File: config.mk
export PLATFORM = sky130hd
export DESIGN_NAME = monitor_carga_n_flat
export DESIGN_NICKNAME = d
export VERILOG_FILES = /design/src/rtl/monitor_carga_pkg.sv /design/src/rtl/monitor_carga_if.sv /design/src/rtl/clasificador_carga.sv /design/src/rtl/monitor_carga_n.sv /design/src/flat_wrapper.sv
export SDC_FILE = /design/constraint.sdc
export NUM_CORES = 1
export LEC_CHECK = 0
export CORE_MARGIN = 2
export CORE_UTILIZATION = 40
export DETAILED_ROUTE_END_ITERATION = 10
export MAX_ROUTING_LAYER = met4
export PLACE_DENSITY = 0.66
export SLEW_MARGIN = 20
export SYNTH_ARGS = -nofsm -noshare
export SYNTH_HDL_FRONTEND = slang
export SYNTH_SLANG_ARGS = --single-unit
File: constraint.sdc
create_clock -name clk -period 4.8 [get_ports clk]
set_input_delay 0.96 -clock clk [delete_from_list [all_inputs] [get_ports clk]]
set_output_delay 0.96 -clock clk [all_outputs]
set_load 0.01 [all_outputs]
File: src/rtl/monitor_carga_pkg.sv
// Shared definitions for the multi-channel battery charge monitor:
// class indices, FSM encoding and width helpers.
package monitor_carga_pkg;

    localparam logic [2:0] CRITICA   = 3'd0;
    localparam logic [2:0] BAJA      = 3'd1;
    localparam logic [2:0] REGULAR   = 3'd2;
    localparam logic [2:0] ACEPTABLE = 3'd3;
    localparam logic [2:0] COMPLETA  = 3'd4;

    typedef enum logic [1:0] {
        IDLE = 2'd0,
        CAPT = 2'd1,
        ACUM = 2'd2,
        CLAS = 2'd3
    } estado_t;

    // Width of the channel total: one extra bit per doubling of channels.
    function automatic int suma_ancho(input int n_ch, input int w);
        return w + $clog2(n_ch);
    endfunction

    function automatic logic [4:0] clase_onehot(input logic [2:0] k);
        logic [4:0] oh;
        oh = 5'b00000;
        case (k)
            CRITICA:   oh = 5'b00001;
            BAJA:      oh = 5'b00010;
            REGULAR:   oh = 5'b00100;
            ACEPTABLE: oh = 5'b01000;
            COMPLETA:  oh = 5'b10000;
            default:   oh = 5'b00000;
        endcase
        return oh;
    endfunction

endpackage

File: src/rtl/monitor_carga_if.sv
// Bus between the battery-level sources, the charge monitor and the
// display/alarm logic.
interface monitor_carga_if
    import monitor_carga_pkg::*;
#(
    parameter int N_CH = 2,
    parameter int W    = 4
);
    localparam int SW = suma_ancho(N_CH, W);

    logic                en;
    logic [N_CH*W-1:0]   niveles;
    logic [SW-1:0]       suma;
    logic [4:0]          nivel;
    logic [N_CH-1:0]     descargada;
    logic                alarma;
    logic                valido;

    modport master (
        output en, niveles,
        input  suma, nivel, descargada, alarma, valido
    );

    modport slave (
        input  en, niveles,
        output suma, nivel, descargada, alarma, valido
    );

endinterface

File: src/rtl/clasificador_carga.sv
// Maps a channel total to a charge class, holding the current class
// unless the total falls clearly below its lower bound.
module clasificador_carga
    import monitor_carga_pkg::*;
#(
    parameter int SW   = 5,
    parameter int TH1  = 4,
    parameter int TH2  = 10,
    parameter int TH3  = 18,
    parameter int TH4  = 26,
    parameter int HYST = 1
) (
    input  logic [SW-1:0] s,
    input  logic [2:0]    actual,
    output logic [2:0]    candidato
);

    logic [31:0] s_ext_s;
    logic [31:0] lb_s;
    logic [2:0]  bruta_s;

    assign s_ext_s = 32'(s);

    // Raw class from fixed thresholds.
    always_comb begin
        bruta_s = CRITICA;
        if (s_ext_s < 32'(TH1)) begin
            bruta_s = CRITICA;
        end else if (s_ext_s < 32'(TH2)) begin
            bruta_s = BAJA;
        end else if (s_ext_s < 32'(TH3)) begin
            bruta_s = REGULAR;
        end else if (s_ext_s < 32'(TH4)) begin
            bruta_s = ACEPTABLE;
        end else begin
            bruta_s = COMPLETA;
        end
    end

    // Lower bound of the class currently displayed.
    always_comb begin
        lb_s = 32'd0;
        case (actual)
            BAJA:      lb_s = 32'(TH1);
            REGULAR:   lb_s = 32'(TH2);
            ACEPTABLE: lb_s = 32'(TH3);
            COMPLETA:  lb_s = 32'(TH4);
            default:   lb_s = 32'd0;
        endcase
    end

    // Downward moves must clear the margin; the guard avoids wrapping below zero.
    always_comb begin
        candidato = bruta_s;
        if (bruta_s < actual) begin
            if ((lb_s >= 32'(HYST)) && (s_ext_s < (lb_s - 32'(HYST)))) begin
                candidato = bruta_s;
            end else begin
                candidato = actual;
            end
        end else begin
            candidato = bruta_s;
        end
    end

endmodule

File: src/rtl/monitor_carga_n.sv
// N-channel battery charge monitor: snapshot, serial accumulation,
// classification with hysteresis and debounce, discharge flags and alarm.
module monitor_carga_n
    import monitor_carga_pkg::*;
#(
    parameter int N_CH = 2,
    parameter int W    = 4,
    parameter int DEB  = 2,
    parameter int HYST = 1,
    parameter int TH1  = 4,
    parameter int TH2  = 10,
    parameter int TH3  = 18,
    parameter int TH4  = 26
) (
    input  logic            clk,
    input  logic            rst,
    monitor_carga_if.slave  bus
);

    localparam int SW = suma_ancho(N_CH, W);
    localparam int IW = $clog2(N_CH);
    localparam int CW = (DEB > 1) ? $clog2(DEB) : 1;

    estado_t             estado_r;
    estado_t             estado_s;
    logic [N_CH*W-1:0]   foto_r;
    logic [SW-1:0]       acc_r;
    logic [IW-1:0]       idx_r;
    logic [N_CH-1:0]     desc_acc_r;
    logic [W-1:0]        canal_s;
    logic                ultimo_s;

    logic [2:0]          clase_r;
    logic [2:0]          clase_s;
    logic [2:0]          pend_r;
    logic [2:0]          pend_s;
    logic [2:0]          cand_s;
    logic [CW-1:0]       cnt_r;
    logic [CW-1:0]       cnt_s;
    logic                primero_r;
    logic                primero_s;

    logic [SW-1:0]       suma_r;
    logic [4:0]          nivel_r;
    logic [N_CH-1:0]     desc_r;
    logic                alarma_r;
    logic                valido_r;

    assign canal_s  = foto_r[32'(idx_r) * W +: W];
    assign ultimo_s = (idx_r == IW'(N_CH - 1));

    clasificador_carga #(
        .SW   (SW),
        .TH1  (TH1),
        .TH2  (TH2),
        .TH3  (TH3),
        .TH4  (TH4),
        .HYST (HYST)
    ) u_clasificador (
        .s         (acc_r),
        .actual    (clase_r),
        .candidato (cand_s)
    );

    // FSM state register.
    always_ff @(posedge clk or posedge rst) begin
        if (rst) begin
            estado_r <= IDLE;
        end else begin
            estado_r <= estado_s;
        end
    end

    // FSM next state; a scan always runs to completion once captured.
    always_comb begin
        estado_s = estado_r;
        case (estado_r)
            IDLE: begin
                if (bus.en) begin
                    estado_s = CAPT;
                end else begin
                    estado_s = IDLE;
                end
            end
            CAPT: estado_s = ACUM;
            ACUM: begin
                if (ultimo_s) begin
                    estado_s = CLAS;
                end else begin
                    estado_s = ACUM;
                end
            end
            CLAS: begin
                if (bus.en) begin
                    estado_s = CAPT;
                end else begin
                    estado_s = IDLE;
                end
            end
            default: estado_s = IDLE;
        endcase
    end

    // Debounce: a new class is adopted only after DEB consecutive agreeing scans.
    always_comb begin
        clase_s   = clase_r;
        pend_s    = pend_r;
        cnt_s     = cnt_r;
        primero_s = primero_r;
        if (estado_r == CLAS) begin
            if (primero_r) begin
                clase_s   = cand_s;
                pend_s    = cand_s;
                cnt_s     = CW'(0);
                primero_s = 1'b0;
            end else if (cand_s == clase_r) begin
                cnt_s = CW'(0);
            end else if (cand_s == pend_r) begin
                if ((32'(cnt_r) + 32'd1) >= 32'(DEB - 1)) begin
                    clase_s = cand_s;
                    cnt_s   = CW'(0);
                end else begin
                    cnt_s = cnt_r + CW'(1);
                end
            end else begin
                pend_s = cand_s;
                cnt_s  = CW'(0);
                if (DEB == 1) begin
                    clase_s = cand_s;
                end else begin
                    clase_s = clase_r;
                end
            end
        end else begin
            clase_s = clase_r;
        end
    end

    // Datapath: snapshot, serial accumulation and registered results.
    always_ff @(posedge clk or posedge rst) begin
        if (rst) begin
            foto_r     <= {(N_CH*W){1'b0}};
            acc_r      <= {SW{1'b0}};
            idx_r      <= {IW{1'b0}};
            desc_acc_r <= {N_CH{1'b0}};
            clase_r    <= CRITICA;
            pend_r     <= CRITICA;
            cnt_r      <= CW'(0);
            primero_r  <= 1'b1;
            suma_r     <= {SW{1'b0}};
            nivel_r    <= 5'b00000;
            desc_r     <= {N_CH{1'b0}};
            alarma_r   <= 1'b0;
            valido_r   <= 1'b0;
        end else begin
            clase_r   <= clase_s;
            pend_r    <= pend_s;
            cnt_r     <= cnt_s;
            primero_r <= primero_s;
            case (estado_r)
                CAPT: begin
                    foto_r     <= bus.niveles;
                    acc_r      <= {SW{1'b0}};
                    idx_r      <= {IW{1'b0}};
                    desc_acc_r <= {N_CH{1'b0}};
                    valido_r   <= 1'b0;
                end
                ACUM: begin
                    acc_r             <= acc_r + SW'(canal_s);
                    desc_acc_r[idx_r] <= (canal_s == {W{1'b0}});
                    idx_r             <= idx_r + IW'(1);
                    valido_r          <= 1'b0;
                end
                CLAS: begin
                    suma_r   <= acc_r;
                    desc_r   <= desc_acc_r;
                    nivel_r  <= clase_onehot(clase_s);
                    alarma_r <= (clase_s == CRITICA);
                    valido_r <= 1'b1;
                end
                default: begin
                    valido_r <= 1'b0;
                end
            endcase
        end
    end

    assign bus.suma       = suma_r;
    assign bus.nivel      = nivel_r;
    assign bus.descargada = desc_r;
    assign bus.alarma     = alarma_r;
    assign bus.valido     = valido_r;

endmodule

File: src/flat_wrapper.sv
// flat-port wrapper written by rule: the top's interface ports become plain ports
module monitor_carga_n_flat import monitor_carga_pkg::*;
#(
    parameter int N_CH = 2,
    parameter int W    = 4,
    parameter int DEB  = 2,
    parameter int HYST = 1,
    parameter int TH1  = 4,
    parameter int TH2  = 10,
    parameter int TH3  = 18,
    parameter int TH4  = 26
)
  (clk, rst, bus_en, bus_niveles, bus_suma, bus_nivel, bus_descargada, bus_alarma, bus_valido);
  monitor_carga_if #(.N_CH(N_CH), .W(W)) bus_i ();
  input  logic clk;
  input  logic rst;
  input wire logic [$bits(bus_i.en)-1:0] bus_en;
  input wire logic [$bits(bus_i.niveles)-1:0] bus_niveles;
  output wire logic [$bits(bus_i.suma)-1:0] bus_suma;
  output wire logic [$bits(bus_i.nivel)-1:0] bus_nivel;
  output wire logic [$bits(bus_i.descargada)-1:0] bus_descargada;
  output wire logic [$bits(bus_i.alarma)-1:0] bus_alarma;
  output wire logic [$bits(bus_i.valido)-1:0] bus_valido;
  assign bus_i.en = bus_en;
  assign bus_i.niveles = bus_niveles;
  assign bus_suma = bus_i.suma;
  assign bus_nivel = bus_i.nivel;
  assign bus_descargada = bus_i.descargada;
  assign bus_alarma = bus_i.alarma;
  assign bus_valido = bus_i.valido;
  monitor_carga_n #(.N_CH(N_CH), .W(W), .DEB(DEB), .HYST(HYST), .TH1(TH1), .TH2(TH2), .TH3(TH3), .TH4(TH4)) u_core (.clk(clk), .rst(rst), .bus(bus_i));
endmodule
==> flow_summary.json, run 1 <==
{
  "totalWireLength_um": 4390,
  "dp_cells": 310,
  "rsz0062_at_grt": "false",
  "yosys.cell_types.count": 53,
  "syn_area_sq_mm": 0.002290,
  "slew_headroom_pct": 46.68,
  "synthXorXnorAreaFrac_pct": 1.913,
  "worstHoldPathCells": 2,
  "synth.net_count": 249,
  "critical_path_arrival_ps": 3850,
  "die_y_um": 79.66,
  "r2r-end": "u_core.bus.nivel[2]",
  "synth_edf_count": 0,
  "seqCellArea_sq_um": 952.2,
  "wl_per_cell_um": 13.81,
  "cts_tree": "built",
  "crit-reg2reg-launch": "u_core.clase_r[0]",
  "ff2ff_setup_slack_ps": 1120,
  "die_area_sq_mm": 0.006346,
  "fp.dieW_um": 79.66,
  "vias": 1651,
  "synth_seq_cells": 38,
  "clock-root-buffer": "clkbuf_8",
  "clock_sinks": 38,
  "hpwlAfterDp_um": 3294,
  "yosys.area_share.adder_pct": 9.617,
  "initial_utilization_pct": 41.58,
  "fin_hold_ws_ps": 488.1,
  "clk_pin_slew_ps": 70,
  "cp-startpoint": "u_core.clase_r[0]",
  "intPower_mw": 1.099,
  "synthSimpleGateAreaFrac_pct": 12.40,
  "areaGrowthSynthToFinish_pct": 17.27,
  "multi_input_area_sq_mm": 0.001247,
  "p_leak_nw": 1.172,
  "grt_antenna_before_repair": 0,
  "cp-endpoint": "u_core.bus.nivel[2]",
  "place.gp.congestion": 0.8567,
  "avgSynthCellArea_sq_um": 10.36,
  "worstMarginPinSlew_ps": 799.8,
  "synth-seq-area-share_pct": 41.58,
  "synthMuxAreaShare_pct": 13.11,
  "cts_max_path_buffers": 2,
  "hold_buffers": 0,
  "outcome": "completed",
  "crit_path_max_fanout": 8,
  "fmax_mhz": 271.9,
  "setup-violations-final": 0,
  "cp.required_ps": 4980,
  "cts_resized": 0,
  "final_cells": 318,
  "viasPerCell": 5.192,
  "hold_violations": 0,
  "crit_type": "reg -> reg",
  "numCtsBuffers": 5,
  "rows": 27,
  "synth_compound_gate_area_share_pct": 17.43,
  "power_mw": 1.947,
  "track_usage_pct": 15.81,
  "clk_latency_ps": 290,
  "synth-main-ff-cell": "dfrtp_1",
  "maxCapViolCount": 0,
  "power_frac_clock_pct": 11.7,
  "post-route-period-util_pct": 76.62,
  "powerDensity_mw_per_mm2": 725.1,
  "drc": 0,
  "synthCells": 221,
  "yosysWarnings": 0,
  "skew_ps": 4.198,
  "antenna_cells": 0,
  "vdd_drop_max_mv": 0.3287,
  "switching_share_pct": 43.57,
  "min_period_ps": 3678,
  "cp-end-kind": "register",
  "first_global_vias": 1625,
  "fillers": 499,
  "drt_iter0_drc": 97,
  "grt_pass1_wl_um": 7617,
  "ff2ff_path_depth": 13,
  "grt_max_degree": 39,
  "post_cts_buffers": 0,
  "io_pins": 25,
  "drive_gt1_share_pct": 17.48,
  "p_sw_mw": 0.8483,
  "final_cell_mix": "37 x dfrtp_1, 24 x clkdlybuf4s50_1, 21 x mux2_2",
  "final_common_cell": "dfrtp_1",
  "slew_viol_final": 0,
  "synthArstFlopShare_pct": 100.0,
  "p_seq_share_pct": 28.4,
  "htreeDepth": 2,
  "finalNetCount": 273,
  "postRouteAntennaNets": 0,
  "grt_overflow": 0,
  "synth_top_family_by_area": "compound AO/OA/AOI/OAI gates",
  "p_comb_share_pct": 60.0,
  "tns_ps": 0,
  "coreArea_sq_mm": 0.005507,
  "io_buffer_count": 24,
  "hold_path.class": "reg -> reg",
  "start_kind": "register",
  "drtPass1Iterations": 4
}
## Yosys cell counts (2+ instances only)
cell / count / area [sq um]
a211oi_1: 3 / 22.52
a21o_1: 3 / 22.52
a21oi_1: 9 / 45.04
a22o_1: 2 / 17.52
a31o_1: 2 / 17.52
clkbuf_1: 7 / 26.28
dfrtp_1: 37 / 925.9
ha_1: 16 / 200.2
inv_1: 13 / 48.80
inv_2: 2 / 7.510
mux2_2: 21 / 236.5
mux2i_1: 5 / 50.05
nand2_1: 19 / 71.32
nand2b_1: 2 / 12.51
nand3_1: 4 / 20.02
nor2_1: 15 / 56.30
nor2b_1: 5 / 31.28
o211ai_1: 3 / 22.52
o21ai_0: 12 / 60.06
o21ai_1: 2 / 10.01
o2bb2ai_1: 4 / 35.03
xnor2_1: 4 / 35.03
## area by class of cell
type / instances / area share [%]
Timing Repair Buffer: 25 / 9.226
Sequential cell: 38 / 35.46
Clock inverter: 1 / 0.1864
Multi-Input combinational cell: 160 / 46.46
Tap cell: 72 / 3.355
Clock buffer: 7 / 3.215
Inverter: 15 / 2.097
## routing by layer
layer / vias to the layer above / global-route usage (%) / part of all wire [%]
met5: - / - / 0
met4: 0 / 5.172 / 1.2
met1: 784 / 21.20 / 51
li1: 836 / - / -
met2: 26 / 24.37 / 45
met3: 5 / 2.828 / 3.0
## power groups by stage
stage / sequential, mW / combinational (mW) / clock, mW
2_1_floorplan: 0.536 / 0.911 / 0
3_3_place_gp: 0.557 / 1.16 / 0
3_5_place_dp: 0.560 / 1.17 / 0
4_1_cts: 0.554 / 1.17 / 0.235
5_1_grt: 0.572 / 1.30 / 0.248
6_report: 0.552 / 1.17 / 0.227
## through the flow
stage          cell area (sq um)  setup slack (ps)  util [%]
6_report                    2685              1122     48.76
3_5_place_dp                2594              1120     47.10
3_3_place_gp                2594              1141     47.10
2_1_floorplan               2290              1525         -
4_1_cts                     2685              1116     48.76
5_1_grt                     2685             760.6     48.76
## state kept, by name, summed over array words and instances (netlist names)
signal / cells
u_core.bus.nivel: 5
u_core.primero_r: 1
u_core.desc_acc_r: 2
u_core.acc_r: 5
u_core.bus.suma: 5
u_core.estado_r: 2
u_core.idx_r: 1
u_core.pend_r: 3
u_core.bus.valido: 1
u_core.foto_r: 8
u_core.bus.descargada: 2
u_core.clase_r: 3
## worst min-delay path by stage
stage                                    start              endpoint  slack, ps
final                     u_core.desc_acc_r[1]  u_core.desc_acc_r[1]        490
after floorplan           u_core.desc_acc_r[1]  u_core.desc_acc_r[1]        440
after detailed placement  u_core.desc_acc_r[1]  u_core.desc_acc_r[1]        480
after global placement     u_core.bus.nivel[4]   u_core.bus.nivel[4]        480
after CTS                 u_core.desc_acc_r[1]  u_core.desc_acc_r[1]        500
after global routing       u_core.bus.nivel[4]   u_core.bus.nivel[4]        530
## worst max-delay path, cell delays in order, from the launching register on
cell	delay (ps)
dfrtp_1	510
inv_1	140
nor2_1	200
a22oi_1	120
ha_1	320
ha_1	270
o22a_1	200
a31o_2	320
nand2_4	130
mux2i_1	370
nand2b_1	90
a222oi_1	500
a21oi_1	160
a31o_1	250
## logic make-up after synthesis
kind of cell | count (synthesis)
xor gates and xnor gates | 5
and+or+nand+nor | 56
buffers and inverters | 23
AOI/OAI and AO/OA | 55
adders and majority gates | 17
DFF | 38
muxes | 27
Power figures use the tool's default switching activity.
==> run 2, diff against run 1 <==
==> constraint.sdc (replaced) <==
create_clock -name clk -period 3.65 [get_ports clk]
set_input_delay 0.73 -clock clk [delete_from_list [all_inputs] [get_ports clk]]
set_output_delay 0.73 -clock clk [all_outputs]
set_load 0.01 [all_outputs]
==> run 2 against run 1 <==
Net effect: routed wire length grew 4.1%; global-route usage hardly changed; sequential share of layout area fell by 1.0 points; fmax grew 7.6%; first-iteration DRC count increased by 1.0%; core utilization is 1.5 points higher; cell area grew 3.0%; critical endpoint unchanged; die area is the same; via count rose by 5.6%; worst hold slack improved by 3.0 ps; non-clock buffer count up 9.
==> flow_summary.json, run 2 (synthesized netlist as in run 1, its figures left out) <==
{
  "outcome": "completed",
  "cp-endpoint": "u_core.bus.nivel[2]",
  "setup-violations-final": 0,
  "crit_type": "reg -> reg",
  "vias": 1744,
  "cp-end-kind": "register",
  "grt_max_degree": 39,
  "drtPass1Iterations": 4,
  "dp_slack_ps": 51.07,
  "hold_buffers": 0,
  "fp.dieW_um": 79.66,
  "numCtsBuffers": 5,
  "grt_pass1_wl_um": 7686,
  "largest_register": "u_core.foto_r",
  "areaGrowthSynthToFinish_pct": 20.82,
  "htreeDepth": 2,
  "vdd_drop_max_mv": 0.4458,
  "maxCapViolCount": 0,
  "final_cell_mix": "36 x dfrtp_1, 24 x clkdlybuf4s50_1, 21 x mux2_2",
  "fillers": 493,
  "critical_path_arrival_ps": 3590,
  "rsz0062_at_grt": "false",
  "setup_slack_ps": 231.3,
  "powerDensity_mw_per_mm2": 964.2,
  "post-route-period-util_pct": 93.66,
  "final_common_cell": "dfrtp_1",
  "crit_path_max_fanout": 8,
  "drc": 0,
  "min_period_ps": 3419,
  "dp_cells": 318,
  "postRouteAntennaNets": 0,
  "place.gp.congestion": 0.8544,
  "skew_ps": 5.880,
  "clk_pin_slew_ps": 70,
  "rows": 27,
  "drive_gt1_share_pct": 21.18,
  "initial_utilization_pct": 41.58,
  "r2r-end": "u_core.bus.nivel[2]",
  "start_kind": "register",
  "clock_sinks": 38,
  "worstMarginPinSlew_ps": 480.3,
  "fmax_mhz": 292.5,
  "place_area_sq_mm": 0.002654,
  "ff2ff_setup_slack_ps": 230,
  "final_cells": 327,
  "crit-reg2reg-launch": "u_core.clase_r[0]",
  "clock-root-buffer": "clkbuf_8",
  "wl_per_cell_um": 13.97,
  "drt_iter0_drc": 98,
  "first_global_vias": 1658,
  "p_leak_nw": 1.214,
  "io_buffer_count": 24,
  "coreArea_sq_mm": 0.005507,
  "cts_tree": "built",
  "grt_overflow": 0,
  "final_core_util_pct": 50.24,
  "worstHoldPathCells": 1,
  "finalNetCount": 282,
  "largest_reg_flops": 8,
  "slew_headroom_pct": 67.98,
  "grt_antenna_before_repair": 0,
  "cp-startpoint": "u_core.clase_r[0]",
  "hold_violations": 0,
  "clk_latency_ps": 280,
  "track_usage_pct": 15.85,
  "slew_viol_final": 0,
  "cp.required_ps": 3820,
  "die_area_sq_mm": 0.006346,
  "hpwlAfterDp_um": 3458,
  "cts_max_path_buffers": 2,
  "io_pins": 25,
  "antenna_cells": 0,
  "design_area_sq_mm": 0.002766,
  "viasPerCell": 5.333,
  "die_y_um": 79.66,
  "ff2ff_path_depth": 14,
  "hold_path.class": "reg -> reg",
  "totalWireLength_um": 4569,
  "tns_ps": 0
}
==> run 2: cell count changes in the layout (fill, tap and decap cells not counted), sizes merged <==
cell | before | now
buf | 1 | 10
==> run 2: where the power goes <==
group          switching (mW)  internal [mW]  total (mW)
registers               0.129          0.583       0.711
logic                   0.869          0.797        1.67
clock network           0.138          0.152       0.290
total                    1.14           1.53        2.67
==> run 2: worst min path at each step <==
stage / startpoint / to
floorplan: u_core.desc_acc_r[1] / u_core.desc_acc_r[1]
global placement: u_core.bus.nivel[4] / u_core.bus.nivel[4]
detailed placement: u_core.bus.nivel[4] / u_core.bus.nivel[4]
CTS: u_core.bus.nivel[4] / u_core.bus.nivel[4]
global route: u_core.bus.nivel[4] / u_core.bus.nivel[4]
finish: u_core.bus.nivel[4] / u_core.bus.nivel[4]
==> run 2: layout make-up <==
type	count	area, sq um	share of cell area [%]
Clock buffer	7	86.33	3.121
Clock inverter	1	5.005	0.1809
Inverter	15	56.30	2.035
Multi-Input combinational cell	160	1260	45.55
Sequential cell	38	953.4	34.46
Tap cell	72	90.09	3.256
Timing Repair Buffer	34	315.3	11.40
==> run 2: per-layer routing <==
layer  vias up  routed length, um  GRT usage, %
met2        27               2135         24.87
met3         6                125         2.828
met1       855               2234         20.82
met5         -                  0             -
met4         0                 73         5.345
li1        856                  -             -
==> run 2: metrics by stage <==
stage / power [mW] / hold slack, ps
final: 2.667 / 491.0
after detailed placement: 2.322 / 475.6
after global placement: 2.304 / 475.1
after global routing: 2.913 / 503.5
after CTS: 2.629 / 492.4
after floorplan: 1.903 / 443.6
==> run 2: worst max-delay path, cell delays in order (launching register included) <==
cell	delay, ps
dfrtp_2	460
nor2_2	250
a21oi_1	130
ha_1	310
ha_1	280
nand2_1	40
o21ai_0	160
a31o_2	290
o2bb2ai_1	140
nand3_1	140
and4bb_2	300
a222oi_1	310
buf_4	180
a21oi_1	90
a31o_1	230
==> run 2: what timing repair did <==
action / CTS / global route
setup endpoints to repair: 0 / 5
resized for setup: 0 / 3
setup buffers: 0 / 1
==> run 3, diff against run 2 <==
--- a/config.mk
+++ b/config.mk
@@ -5,8 +5,10 @@
 export SDC_FILE = /design/constraint.sdc
 export NUM_CORES = 1
 export LEC_CHECK = 0
+export CORE_ASPECT_RATIO = 0.9
 export CORE_MARGIN = 2
 export CORE_UTILIZATION = 40
+export CTS_CLUSTER_SIZE = 10
 export DETAILED_ROUTE_END_ITERATION = 10
 export MAX_ROUTING_LAYER = met4
 export PLACE_DENSITY = 0.66
==> run 3 against run 2 <==
Net effect: clock skew down 1.7 ps; power rose by 3.6%; global-route usage is 1.5 points higher; die area is essentially flat; fmax down 2.8%; non-clock buffer count grew 2; sequential power about the same; sequential share of layout area is 0.31 points lower; critical endpoint unchanged.
==> flow_summary.json, run 3 (synthesized netlist as in run 1, its figures left out) <==
{
  "outcome": "completed",
  "cts_tree": "built",
  "io_buffer_count": 24,
  "p_seq_share_pct": 25.7,
  "crit_type": "reg -> reg",
  "ff2ff_path_depth": 14,
  "areaGrowthSynthToFinish_pct": 22.08,
  "drtPass1Iterations": 4,
  "cp.required_ps": 3830,
  "dp_slack_ps": 37.69,
  "grt_pass1_wl_um": 8438,
  "ff2ff_setup_slack_ps": 130,
  "coreArea_sq_mm": 0.005595,
  "initial_utilization_pct": 40.92,
  "dp_cells": 315,
  "die_y_um": 75.78,
  "totalWireLength_um": 4961,
  "min_period_ps": 3517,
  "hpwlAfterDp_um": 3543,
  "final_cells": 327,
  "intPower_mw": 1.545,
  "largest_register": "u_core.foto_r",
  "slowest_delay_ps": 460,
  "drive_gt1_share_pct": 23.74,
  "die_area_sq_mm": 0.006346,
  "grt_antenna_before_repair": 0,
  "skew_ps": 4.161,
  "io_pins": 25,
  "crit_path_max_fanout": 8,
  "clk_pin_slew_ps": 80,
  "drt_iter0_drc": 108,
  "cp-startpoint": "u_core.clase_r[1]",
  "clock-root-buffer": "clkbuf_8",
  "powerDensity_mw_per_mm2": 989.0,
  "grt_overflow": 0,
  "worstMarginPinSlew_ps": 488.1,
  "slowest_stage": "dfrtp_1",
  "vias": 1771,
  "crit-reg2reg-launch": "u_core.clase_r[1]",
  "p_comb_share_pct": 63.9,
  "numCtsBuffers": 5,
  "power_mw": 2.765,
  "htreeDepth": 2,
  "cts_max_path_buffers": 2,
  "slew_viol_final": 0,
  "slew_headroom_pct": 67.46,
  "final_cell_mix": "35 x dfrtp_1, 24 x clkdlybuf4s50_1, 21 x mux2_2",
  "setup-violations-final": 0,
  "tns_ps": 0,
  "setup_slack_ps": 132.8,
  "switching_share_pct": 44.12,
  "final_common_cell": "dfrtp_1",
  "fillers": 520,
  "r2r-end": "u_core.bus.nivel[2]",
  "largest_reg_flops": 8,
  "hold_violations": 0,
  "cp-end-kind": "register",
  "hold_path.class": "reg -> reg",
  "fmax_mhz": 284.3,
  "track_usage_pct": 17.32,
  "post-route-period-util_pct": 96.36,
  "finalNetCount": 284,
  "hold_buffers": 0,
  "antenna_cells": 0,
  "postRouteAntennaNets": 0,
  "first_global_vias": 1768,
  "path_delay_family": "compound AO/OA/AOI/OAI gates",
  "path_buf_inv": 1,
  "clock_sinks": 38,
  "p_sw_mw": 1.220,
  "power_frac_clock_pct": 10.4,
  "cp-endpoint": "u_core.bus.nivel[2]",
  "drc": 0,
  "clk_latency_ps": 290,
  "crit_cells": 14,
  "critical_path_arrival_ps": 3700,
  "place.gp.congestion": 0.9028,
  "p_leak_nw": 1.228,
  "start_kind": "register",
  "rows": 26,
  "maxCapViolCount": 0,
  "vdd_drop_max_mv": 0.4693,
  "viasPerCell": 5.416,
  "path_cells": "inv_2 -> nor2_1 -> a21oi_1 -> ha_1 -> ha_1 -> a211oi_1 -> o21ai_1 -> a31o_2 -> nand2_4 -> and3_1 -> and4bb_2 -> a222oi_1 -> a21oi_1 -> a31o_1",
  "wl_per_cell_um": 15.17,
  "grt_max_degree": 39,
  "fp.dieW_um": 83.75
}
## run 3: changes by cell type in the layout (fill, tap and decap cells not counted), sizes merged
cell and delta:
buf +2, clkbuf -1, clkinv +1
## run 3: worst min-delay path by stage
stage | start | end | depth (start not counted)
global placement | u_core.bus.nivel[4] | u_core.bus.nivel[4] | 1
detailed placement | u_core.bus.nivel[4] | u_core.bus.nivel[4] | 1
floorplan | u_core.desc_acc_r[1] | u_core.desc_acc_r[1] | 2
global route | u_core.bus.nivel[4] | u_core.bus.nivel[4] | 1
CTS | u_core.bus.nivel[4] | u_core.bus.nivel[4] | 1
finish | u_core.bus.nivel[4] | u_core.bus.nivel[4] | 1
## run 3: routing by layer
metal / vias to the layer above / share of wire (%) / global-route usage [%]
li1: 868 / - / -
met1: 854 / 49 / 22.28
met2: 43 / 45 / 27.64
met3: 6 / 4.0 / 3.467
met4: 0 / 1.5 / 6.272
met5: - / 0 / -
## run 3: cell type report
| cell class | instances | area, sq um | area share (%) |
|---|---|---|---|
| clock buffer | 6 | 72.57 | 2.596 |
| clock inverter | 2 | 13.76 | 0.4924 |
| inverter | 15 | 56.30 | 2.014 |
| multi-input combinational | 160 | 1280 | 45.79 |
| sequential | 38 | 954.7 | 34.15 |
| tap | 70 | 87.58 | 3.133 |
| timing repair buffer | 36 | 330.3 | 11.82 |
## run 3: power groups by stage
| stage | combinational (mW) | sequential, mW | clock, mW |
|---|---|---|---|
| 2_1_floorplan | 1.20 | 0.705 | 0 |
| 3_3_place_gp | 1.59 | 0.707 | 0 |
| 3_5_place_dp | 1.62 | 0.711 | 0 |
| 4_1_cts | 1.64 | 0.705 | 0.297 |
| 5_1_grt | 1.92 | 0.739 | 0.316 |
| 6_report | 1.77 | 0.711 | 0.287 |
## run 3: metrics by stage
step | utilization (%) | hold WS (ps) | area [sq um]
6_report | 49.96 | 491.5 | 2795
3_3_place_gp | 47.25 | 476.6 | 2644
4_1_cts | 48.79 | 494.2 | 2730
2_1_floorplan | - | 443.6 | 2290
3_5_place_dp | 47.25 | 476.0 | 2644
5_1_grt | 49.96 | 512.7 | 2795
## run 3: repair_timing
item / in CTS / in global routing
hold endpoints to repair: 0 / 0
resized for setup: 0 / 10
setup endpoints to repair: 0 / 5
buffers inserted: 0 / 4
